## src/rtl/full_subtractor_pkg.sv

```systemverilog
// Shared definitions for the registered ripple full subtractor.
// fs_cell_ref is the golden 1-bit cell, kept here so benches can reuse it.
package full_subtractor_pkg;

    localparam int DEFAULT_WIDTH = 1;

    // Returns {bout, diff} for a single subtractor cell.
    function automatic logic [1:0] fs_cell_ref(input logic a, input logic b, input logic bin);
        logic d;
        logic bo;
        d  = a ^ b ^ bin;
        bo = (~a & b) | (~(a ^ b) & bin);
        return {bo, d};
    endfunction

endpackage

```

## src/rtl/full_subtractor_cell.sv

```systemverilog
// Combinational 1-bit full-subtractor cell: diff = a ^ b ^ bin, with borrow-out.
module full_subtractor_cell
    import full_subtractor_pkg::*;
(
    input  logic a,
    input  logic b,
    input  logic bin,
    output logic diff,
    output logic bout
);

    assign diff = a ^ b ^ bin;
    assign bout = (~a & b) | (~(a ^ b) & bin);

endmodule

```

## src/rtl/full_subtractor.sv

```systemverilog
// Registered WIDTH-bit full subtractor built from a ripple chain of 1-bit cells.
// Define FULL_SUBTRACTOR_OVF_EN to add a registered signed-overflow output (ovf).
module full_subtractor
    import full_subtractor_pkg::*;
#(
    parameter int WIDTH = DEFAULT_WIDTH
) (
    input  logic             clk,
    input  logic             rst,
    input  logic             in_valid,
    input  logic [WIDTH-1:0] a,
    input  logic [WIDTH-1:0] b,
    input  logic             bin,
    output logic             out_valid,
    output logic [WIDTH-1:0] diff,
    output logic             bout
`ifdef FULL_SUBTRACTOR_OVF_EN
    ,
    output logic             ovf
`endif
);

    logic [WIDTH:0]   br;
    logic [WIDTH-1:0] d_chain;

    assign br[0] = bin;

    generate
        for (genvar gi = 0; gi < WIDTH; gi++) begin : g_cell
            full_subtractor_cell u_cell (
                .a    (a[gi]),
                .b    (b[gi]),
                .bin  (br[gi]),
                .diff (d_chain[gi]),
                .bout (br[gi+1])
            );
        end
    endgenerate

    logic             out_valid_q, out_valid_d;
    logic [WIDTH-1:0] diff_q, diff_d;
    logic             bout_q, bout_d;

    // Results only load on accepted cycles; otherwise the last result is held.
    always_comb begin
        out_valid_d = in_valid;
        diff_d      = diff_q;
        bout_d      = bout_q;
        if (in_valid) begin
            diff_d = d_chain;
            bout_d = br[WIDTH];
        end
    end

    always_ff @(posedge clk) begin
        if (rst) begin
            out_valid_q <= 1'b0;
            diff_q      <= '0;
            bout_q      <= 1'b0;
        end else begin
            out_valid_q <= out_valid_d;
            diff_q      <= diff_d;
            bout_q      <= bout_d;
        end
    end

    assign out_valid = out_valid_q;
    assign diff      = diff_q;
    assign bout      = bout_q;

`ifdef FULL_SUBTRACTOR_OVF_EN
    logic ovf_q, ovf_d;

    // Signed overflow: borrow into the sign bit differs from borrow out of it.
    always_comb begin
        ovf_d = ovf_q;
        if (in_valid) begin
            ovf_d = br[WIDTH] ^ br[WIDTH-1];
        end
    end

    always_ff @(posedge clk) begin
        if (rst) begin
            ovf_q <= 1'b0;
        end else begin
            ovf_q <= ovf_d;
        end
    end

    assign ovf = ovf_q;
`endif

endmodule

```

## config.mk

```make
export PLATFORM = sky130hd
export DESIGN_NAME = full_subtractor
export DESIGN_NICKNAME = d
export VERILOG_FILES = /design/src/rtl/full_subtractor_pkg.sv /design/src/rtl/full_subtractor_cell.sv /design/src/rtl/full_subtractor.sv
export SDC_FILE = /design/constraint.sdc
export NUM_CORES = 1
export LEC_CHECK = 0
export ABC_AREA = 1
export BUFFER_PORTS_ARGS = -buffer_cell sky130_fd_sc_hd__buf_4
export CAP_MARGIN = 40
export CELL_PAD_IN_SITES_DETAIL_PLACEMENT = 2
export CELL_PAD_IN_SITES_GLOBAL_PLACEMENT = 2
export CORE_AREA = 2 2 39 41
export CTS_BUF_LIST = sky130_fd_sc_hd__clkbuf_4
export CTS_CLUSTER_SIZE = 20
export DETAILED_ROUTE_END_ITERATION = 10
export DIE_AREA = 0 0 41 43
export PLACE_DENSITY_LB_ADDON = 0.1
export SLEW_MARGIN = 0
export SYNTH_ARGS = -nofsm -noshare
export SYNTH_HDL_FRONTEND = slang
export SYNTH_SLANG_ARGS = --single-unit
```

## constraint.sdc

```tcl
create_clock -name clk -period 1.1 [get_ports clk]
set_input_delay 0.11 -clock clk [delete_from_list [all_inputs] [get_ports clk]]
set_output_delay 0.11 -clock clk [all_outputs]
set_load 0.03 [all_outputs]
```

-- Yosys cells after proc, flatten, opt, wreduce, memory -nomap -nowiden
Index checks and enable logic that the tools add are counted.
W data, S select, Z words.
- bitwise operators: 7
- operator list (kind ; count):
    $and A1 B1 Y1 ; 2
    $not A1 Y1 ; 2
    $xor A1 B1 Y1 ; 2
    $or A1 B1 Y1 ; 1
- register bits after elaboration: 3

-- Logic depth before layout (Yosys ltp)
Gate-level depths: netlist of the first run.
- word-level depth: 4
- gate-level depth with buffers: 6
- gate-level depth less buffers: 6

-- Modules after synthesis
A second synthesis of the first run with hierarchy kept.
- cells, all modules: 20
- area, all modules: 140.1 um^2
- modules (own cells, without submodules) (module ; area an instance (um^2) ; cells an instance ; sequential area each (um^2) ; times used):
    full_subtractor ; 108.9 ; 16 ; 60.1 ; 1
    full_subtractor_cell ; 31.3 ; 4 ; 0.0 ; 1

-- Worst setup path before layout of the first run
OpenSTA, ideal clock, no wires.
- path type: input port to flip-flop
- start: input b
- end: register diff_q (netlist: diff)
- arrival: 804 ps
- path slack: 232 ps
- cell stages on the path: 6
- setup time: 64 ps
- path through: inv_1 -> fa_1 -> inv_1 -> nand2_1 -> nand2_1 -> nor2_1
- word-level cells in the longest chain between the ends: 2
- ends and longest elaborated chain (element ; RTL line ; source):
    from (decl) ; full_subtractor.sv:12 ; input logic [WIDTH-1:0] b,
    $xor A1 B1 Y1 (2 in a row) ; full_subtractor_cell.sv:12 ; assign diff = a ^ b ^ bin;
    via d_chain ; full_subtractor.sv:24 ; logic [WIDTH-1:0] d_chain;
    to (signal assigned) ; full_subtractor.sv:62 ; diff_q <= diff_d;
    to (decl) ; full_subtractor.sv:41 ; logic [WIDTH-1:0] diff_q, diff_d;
The timed path passes the listed nets, and every way through them passes these cells.
A chain may end at the register's enable or synchronous reset.

-- Worst setup path in the final report of the first run
- start: register bout_q (netlist: bout)
- end: output bout
- RTL lines (element ; RTL line ; source):
    from (decl) ; full_subtractor.sv:42 ; logic bout_q, bout_d;
    from (signal assigned) ; full_subtractor.sv:63 ; bout_q <= bout_d;
    to (decl) ; full_subtractor.sv:16 ; output logic bout
No word-level cell between the ends.

==> flow_summary.ini, run 1 <==
[clock_network]
cts_buffer_depth = 2
postCtsSetupBuffers = 0
clk_pin_slew_worst_paths_ns = 0.03
holdBufCountCts = 0
cts_resized = 0
cts_buffers = 3
tritoncts = yes
cts_max_level = 1
clock_sinks = 3
insertion_delay_ns = 0.23
cts-root-buf = clkbuf_4

[worst_setup_path]
cp_data_required_time_ns = 0.99
cp.arrival_ns = 0.72
criticalPathCategory = register to output pin
r2r_cells = 2
end_kind = output pin
worstPathMaxFanout = 2
path_cells = buf_4
cp_slowest_stage_delay_ns = 0.33
cp.buffers_inverters = 1
crit_path_start_kind = register
crit_slowest_cell = dfxtp_1
critical_path_depth = 1
path_delay_family = flip-flops

[synthesis]
synth_nets = 25
syn_inst = 18
synth_cell_types = 5
seq_area_frac_synth = 0.453
syn_avg_cell_area_sq_um = 7.37
synth_seq_cells = 3
yosys_warnings = 0
syn_area_sq_um = 133

[global_routing]
grt_use_total = 0.0732
grt_pass1_wl_um = 696
grt_overflow_total = 0
grt_pass1_vias = 162
antenna_found_initial = 0
grt_max_degree = 6

[detailed_routing]
vias_per_cell = 3.13
num_vias = 144
antenna_left = 0
wl_per_cell_um = 7.74
drt-total-wl_um = 356
drtIter0Drc = 5
drc_errors = 0
firstDrtPassIters = 2

[flow_run]
cap_violations = 0

[worst_hold_path]
hp-class = input pin to register
min_path_cells = 2

[final_layout]
final_cell_mix = buf_4, inv_1, nor2_1
nets = 38
syn_to_final_growth_pct = 83.0
fin_area_sq_um = 243
final_common_cell = buf_4
layout-drive-gt1-share = 0.400
n_antenna_cell = 0

[sta]
relSlewSlack = 0.939
setup_viol = 0
postLayoutSetupSlackWorst_ns = 0.266
rsz0062_at_grt = no
setup_tns_ns = 0
fin_crit_ns = 0.834
fmax_mhz = 1200
fin_crit_sh = 0.758
worstMarginPinSlew_ns = 0.0912
finalMaxSlewViolations = 0
skew_ns = 0
hold_viol = 0

[floorplanning]
start_util = 0.0958
die_height_um = 43
core_area_sq_um = 1380
die-width_um = 41
num_rows = 14
die_area_sq_um = 1760
num_io_pins = 9

[place]
place_ws_ns = 0.0742
port_buffers = 8
place.gp.congestion = 0.616
hpwlAfterDp_um = 311
place_area_sq_um = 213

[pwr]
peakVddDrop_uv = 468
p_leak_nw = 0.138
power_density_nw_per_um2 = 1660

[run_status]
outcome = completed
-- state kept, by name (all words and copies together) (netlist names) --
name       flops
bout           1
diff           1
out_valid      1
-- cell families after synthesis --
group | synth area share
adders and majority gates | 0.151
buffers and inverters | 0.142
DFF | 0.453
and+or+nand+nor | 0.255
-- area by class of cell --
class                   count  area (sq um)
clock buffers               4          30.0
repair buffers              8          60.1
inverters                   5          18.8
well taps                  16          20.0
multi-input cells          10          53.8
fillers                   168          1140
flip-flops and latches      3          60.1
-- synth_stat cells --
cell type | number | area, sq um
inv_1 | 5 | 18.8
nor2_1 | 5 | 18.8
nand2_1 | 4 | 15.0
dfxtp_1 | 3 | 60.1
fa_1 | 1 | 20.0
-- final timing paths --
| path | from | end | slack, ns |
|---|---|---|---|
| worst min-delay path | rst | out_valid | 0.05 |
| worst max-delay path | bout | bout | 0.27 |
| worst max register to register | bout | bout | 0.53 |
| worst min register to register | diff | diff | 0.47 |
-- through the flow --
stage               total power, mW  utilization  hold slack, ns  instances
floorplan                     0.157            -           0.181         18
global placement              0.190        0.154           0.278         42
detailed placement            0.192        0.154           0.290         42
CTS                           0.415        0.175          0.0431         46
global route                  0.449        0.175          0.0320         46
finish                        0.403        0.175          0.0458         46
-- layer usage --
layer / track usage / vias to the layer above / part of all wire
met5: 0 / - / 0
met4: 0.0600 / 0 / 0
met3: 0.0942 / 0 / 0.10
met2: 0.0813 / 6 / 0.53
met1: 0.0641 / 65 / 0.36
li1: - / 73 / -
-- power by group --
group          switching, mW  leakage (nW)  internal (mW)
Clock                 0.0542        0.0184          0.160
Combinational         0.0363        0.0943         0.0304
Sequential           0.00385        0.0250          0.118
Total                 0.0944         0.138          0.308
Power figures use the tool's default switching activity.
==> run 2: changes to the inputs <==
--- a/config.mk
+++ b/config.mk
@@ -5,7 +5,7 @@
 export SDC_FILE = /design/constraint.sdc
 export NUM_CORES = 1
 export LEC_CHECK = 0
-export ABC_AREA = 1
+export ABC_AREA = 0
 export BUFFER_PORTS_ARGS = -buffer_cell sky130_fd_sc_hd__buf_4
 export CAP_MARGIN = 40
 export CELL_PAD_IN_SITES_DETAIL_PLACEMENT = 2
==> constraint.sdc (replaced) <==
create_clock -name clk -period 0.8 [get_ports clk]
set_input_delay 0.08 -clock clk [delete_from_list [all_inputs] [get_ports clk]]
set_output_delay 0.08 -clock clk [all_outputs]
set_load 0.03 [all_outputs]
==> run 2 against run 1 <==
Cell area is 3.1% lower; sequential share of layout area is 1.9 points higher; combinational power is 37% higher; area after synthesis is 10% lower; critical path depth stayed put; non-clock buffer count stayed put; critical endpoint unchanged; largest cell class is now buffers; largest power group unchanged; highest routed layer unchanged.
==> flow_summary.ini, run 2 <==
[floorplanning]
die_area_sq_um = 1760
die_height_um = 43
num_io_pins = 9
num_rows = 14
core_area_sq_um = 1380
start_util = 0.0859
die-width_um = 41

[sta]
fmax_mhz = 1290
relSlewSlack = 0.890
postLayoutSetupSlackWorst_ns = 0.0268
setup_viol = 0
skew_ns = 0
worstMarginPinSlew_ns = 0.164
finalMaxSlewViolations = 0
fin_crit_ns = 0.773
rsz0062_at_grt = no
hold_viol = 0
fin_crit_sh = 0.966

[worst_setup_path]
crit_slowest_cell = dfxtp_2
end_kind = output pin
cp_data_required_time_ns = 0.72
path_cells = buf_4
cp_slowest_stage_delay_ns = 0.31
path_delay_family = flip-flops
r2r_setup_slack_ns = 0.17
cp.arrival_ns = 0.69
cp.buffers_inverters = 1
cp-endpoint = bout
criticalPathCategory = register to output pin
critical_path_depth = 1
r2r_end = bout
crit_path_start_kind = register
r2r_start = bout
worstPathMaxFanout = 2
r2r_cells = 2
critical_path.startpoint = bout

[synthesis]
async_reset_ff_frac = 0
netlist_top_cells_count = dfxtp_1, inv_1, nor2_1
synth.most_common_cell = dfxtp_1
syn_area_sq_um = 119
synth_top_area_cell = dfxtp_1
synthTopCellsByArea = dfxtp_1, fa_1, mux2i_1
ys.flop_type = dfxtp_1
synth_edf_count = 0
yosys_warnings = 0
syn_avg_cell_area_sq_um = 10.8
syn_inst = 11
synth_cell_types = 7
synth_seq_cells = 3
synth_nets = 18
synth.top_cell.area_share = 0.505
seq_area_frac_synth = 0.505

[clock_network]
cts_max_level = 1
clk_pin_slew_worst_paths_ns = 0.03
cts-root-buf = clkbuf_4
insertion_delay_ns = 0.23
tritoncts = yes
cts_buffers = 3
clock_sinks = 3
cts_buffer_depth = 2

[detailed_routing]
antenna_left = 0
drtIter0Drc = 0
vias_per_cell = 3.03
drt-total-wl_um = 318
num_vias = 118
firstDrtPassIters = 1
drc_errors = 0
wl_per_cell_um = 8.15

[final_layout]
syn_to_final_growth_pct = 97.9
multi_input_area_sq_um = 51.3
n_antenna_cell = 0
seq_area_sq_um = 62.6
final_common_cell = buf_4
filler_cell_count = 164
finalNonFillerCells = 39
layout-drive-gt1-share = 0.609
nets = 31
final_cell_mix = buf_4, clkbuf_4, inv_1, nor2_1, dfxtp_2

[pwr]
peakVddDrop_uv = 377
p_leak_nw = 0.116
power_density_nw_per_um2 = 2380

[global_routing]
grt_pass1_wl_um = 448
grt_max_degree = 5
grt_overflow_total = 0
antenna_found_initial = 0
grt_pass1_vias = 128
grt_use_total = 0.0461

[place]
place.gp.congestion = 0.523
port_buffers = 8
dp.cells = 35
place_ws_ns = -0.203
hpwlAfterDp_um = 269

[run_status]
outcome = completed

[worst_hold_path]
hp-class = input pin to register

[flow_run]
cap_violations = 0
==> run 2: cells by family after synthesis <==
logic type / after synthesis / share of synthesized area
DFF: 3 / 0.505
buffers and inverters: 2 / 0.0632
and+or+nand+nor: 3 / 0.116
muxes: 1 / 0.0842
AOI/OAI and AO/OA: 1 / 0.0632
adders and majority gates: 1 / 0.168
==> run 2: area by class of cell <==
class                      instances  share of cell area
multi-input combinational          6               0.218
sequential                         3               0.266
clock buffer                       4               0.128
inverter                           2              0.0319
tap                               16              0.0851
timing repair buffer               8               0.271
==> run 2: stage by stage <==
| step | util | power (mW) | area [sq um] | hold slack (ns) | TNS (ns) |
|---|---|---|---|---|---|
| detailed placement | 0.145 | 0.260 | 200 | 0.262 | -0.342 |
| global route | 0.170 | 0.587 | 235 | 0.0187 | 0 |
| CTS | 0.170 | 0.582 | 235 | 0.0108 | 0 |
| floorplan | - | 0.212 | 120 | 0.145 | -0.0288 |
| global placement | 0.145 | 0.258 | 200 | 0.265 | -0.312 |
| finish | 0.170 | 0.559 | 235 | 0.0202 | 0 |
==> run 2: metal layers <==
| metal | global-route usage | wire length (um) | vias to the layer above |
|---|---|---|---|
| met5 | 0 | 0 | - |
| li1 | - | - | 57 |
| met2 | 0.0500 | 144 | 8 |
| met4 | 0.100 | 0 | 0 |
| met3 | 0.0157 | 51 | 0 |
| met1 | 0.0383 | 122 | 53 |
==> run 2: worst reg2reg max path, delay by kind of cell (launching register included) <==
family           cells  cell delay, ns
AND/OR/NAND/NOR      1            0.04
AO/OA/AOI/OAI        1            0.18
flip-flops           1            0.31
==> run 2: where the power goes <==
part / internal, mW / switching (mW) / total (mW)
clock: 0.221 / 0.0788 / 0.300
sequential: 0.163 / 0.00523 / 0.169
combinational: 0.0452 / 0.0458 / 0.0911
==> run 2: worst min path at each step <==
stage | to | slack, ns | startpoint | cells after the start
2_1_floorplan | bout | 0.15 | rst | 1
3_3_place_gp | bout | 0.26 | rst | 2
3_5_place_dp | bout | 0.26 | rst | 2
4_1_cts | bout | 0.01 | rst | 2
5_1_grt | diff | 0.02 | rst | 2
6_report | bout | 0.02 | rst | 2
==> run 2: timing repair <==
item                                   4_1_cts  5_1_grt
hold buffers                                 0        0
gates resized for setup                      2        0
endpoints found under the hold margin        0        0
setup endpoints to repair                    1        0
setup buffers                                0        0
==> run 3: changes to the inputs <==
--- a/config.mk
+++ b/config.mk
@@ -6,7 +6,7 @@
 export NUM_CORES = 1
 export LEC_CHECK = 0
 export ABC_AREA = 0
-export BUFFER_PORTS_ARGS = -buffer_cell sky130_fd_sc_hd__buf_4
+export BUFFER_PORTS_ARGS = -buffer_cell sky130_fd_sc_hd__clkbuf_2
 export CAP_MARGIN = 40
 export CELL_PAD_IN_SITES_DETAIL_PLACEMENT = 2
 export CELL_PAD_IN_SITES_GLOBAL_PLACEMENT = 2
==> run 3 against run 2 <==
Global-route usage rose by 0.71 points; clock skew stayed put; sequential power up 2%; sequential share of layout area shrank 0.31 points; largest power group unchanged; fmax increased by 0.71%; non-clock buffer count did not move; die area is the same; clock power hardly changed; count of clock-buffer cells in the layout did not move; setup slack better by 0.0055 ns; via count is the same; critical path depth unchanged.
==> flow_summary.ini, run 3 (synthesis results as in run 2) <==
[sta]
finalMaxSlewViolations = 0
relSlewSlack = 0.890
worstMarginPinSlew_ns = 0.164
fmax_mhz = 1300
fin_crit_ns = 0.768
rsz0062_at_grt = yes
setup_viol = 0
fin_crit_sh = 0.960
skew_ns = 0
hold_viol = 0

[floorplanning]
num_io_pins = 9
start_util = 0.0859
num_rows = 14
die_height_um = 43
core_area_sq_um = 1380
die_area_sq_um = 1760
die-width_um = 41

[worst_setup_path]
criticalPathCategory = register to output pin
cp.buffers_inverters = 1
crit_path_start_kind = register
path_delay_family = flip-flops
end_kind = output pin
cp.arrival_ns = 0.69
cp_data_required_time_ns = 0.72
crit_slowest_cell = dfxtp_2
path_cells = buf_8
worstPathMaxFanout = 2
r2r_setup_slack_ns = 0.15
cp_slowest_stage_delay_ns = 0.33

[global_routing]
grt_pass1_wl_um = 510
grt_use_met3 = 0.0314
grt.busiest_layer = met4
grt_use_met2 = 0.0469
antenna_found_initial = 0
grt_overflow_total = 0
use_met1 = 0.0545
grt_use_total = 0.0532
grt_max_degree = 5
grt_pass1_vias = 136

[place]
place.gp.congestion = 0.530
port_buffers = 8
place_area_sq_um = 180

[clock_network]
cts_resized = 7
clk_pin_slew_worst_paths_ns = 0.04
cts_max_level = 1
holdBufCountCts = 0
clock_sinks = 3
cts_buffers = 3
tritoncts = yes
postCtsSetupBuffers = 0
cts-root-buf = clkbuf_4
insertion_delay_ns = 0.23
cts_buffer_depth = 2

[detailed_routing]
drt-total-wl_um = 294
num_vias = 118
drtIter0Drc = 2
drc_errors = 0
wl_per_cell_um = 7.54
antenna_left = 0
firstDrtPassIters = 2
vias_per_cell = 3.03

[worst_hold_path]
hp-class = input pin to register

[final_layout]
syn_to_final_growth_pct = 104
fin_area_sq_um = 243
n_antenna_cell = 0
final_common_cell = clkbuf_2
final_cell_mix = clkbuf_2, clkbuf_4, dfxtp_2, buf_8
filler_cell_count = 161
nets = 31
layout-drive-gt1-share = 0.652

[pwr]
power_density_nw_per_um2 = 2350
peakVddDrop_uv = 391
power_mw = 0.571
p_leak_nw = 0.118

[flow_run]
cap_violations = 0

[run_status]
outcome = completed
[run 3: cell types whose count changed in the layout (fill, tap and decap cells not counted), sizes merged]
cell and delta:
clkbuf +5, buf -5
[run 3: layout make-up]
type	count	area [sq um]	share of cell area
Timing Repair Buffer	8	70.1	0.289
Inverter	2	7.51	0.0309
Tap cell	16	20.0	0.0825
Clock buffer	4	30.0	0.124
Multi-Input combinational cell	6	51.3	0.211
Sequential cell	3	63.8	0.263
[run 3: per-stage QoR]
stage | util | setup WS, ns | cells | hold slack [ns] | setup TNS [ns]
global placement | 0.130 | -0.148 | 35 | 0.290 | -0.269
finish | 0.175 | 0.0323 | 39 | 0.0427 | 0
detailed placement | 0.130 | -0.184 | 35 | 0.284 | -0.305
global route | 0.175 | -0.00969 | 39 | 0.0308 | -0.0180
CTS | 0.172 | 0.00163 | 39 | 0.0358 | 0
floorplan | - | -0.0288 | 11 | 0.145 | -0.0288
[run 3: path summary, 6_finish.rpt]
check | end | startpoint | cells after the start
worst max-delay path | diff | diff | 1
worst min-delay path | out_valid | rst | 2
worst max register to register | bout | bout | 2
worst min register to register | bout | bout | 2
[run 3: layer usage]
layer	wire length, um	share of wire
met5	0	0
met4	0	0
met3	47	0.16
met2	121	0.41
met1	125	0.43
[run 3: where the power goes]
| group | internal, mW | total [mW] | switching [mW] |
|---|---|---|---|
| sequential | 0.164 | 0.173 | 0.00867 |
| clock | 0.221 | 0.302 | 0.0813 |
| combinational | 0.0500 | 0.0957 | 0.0457 |
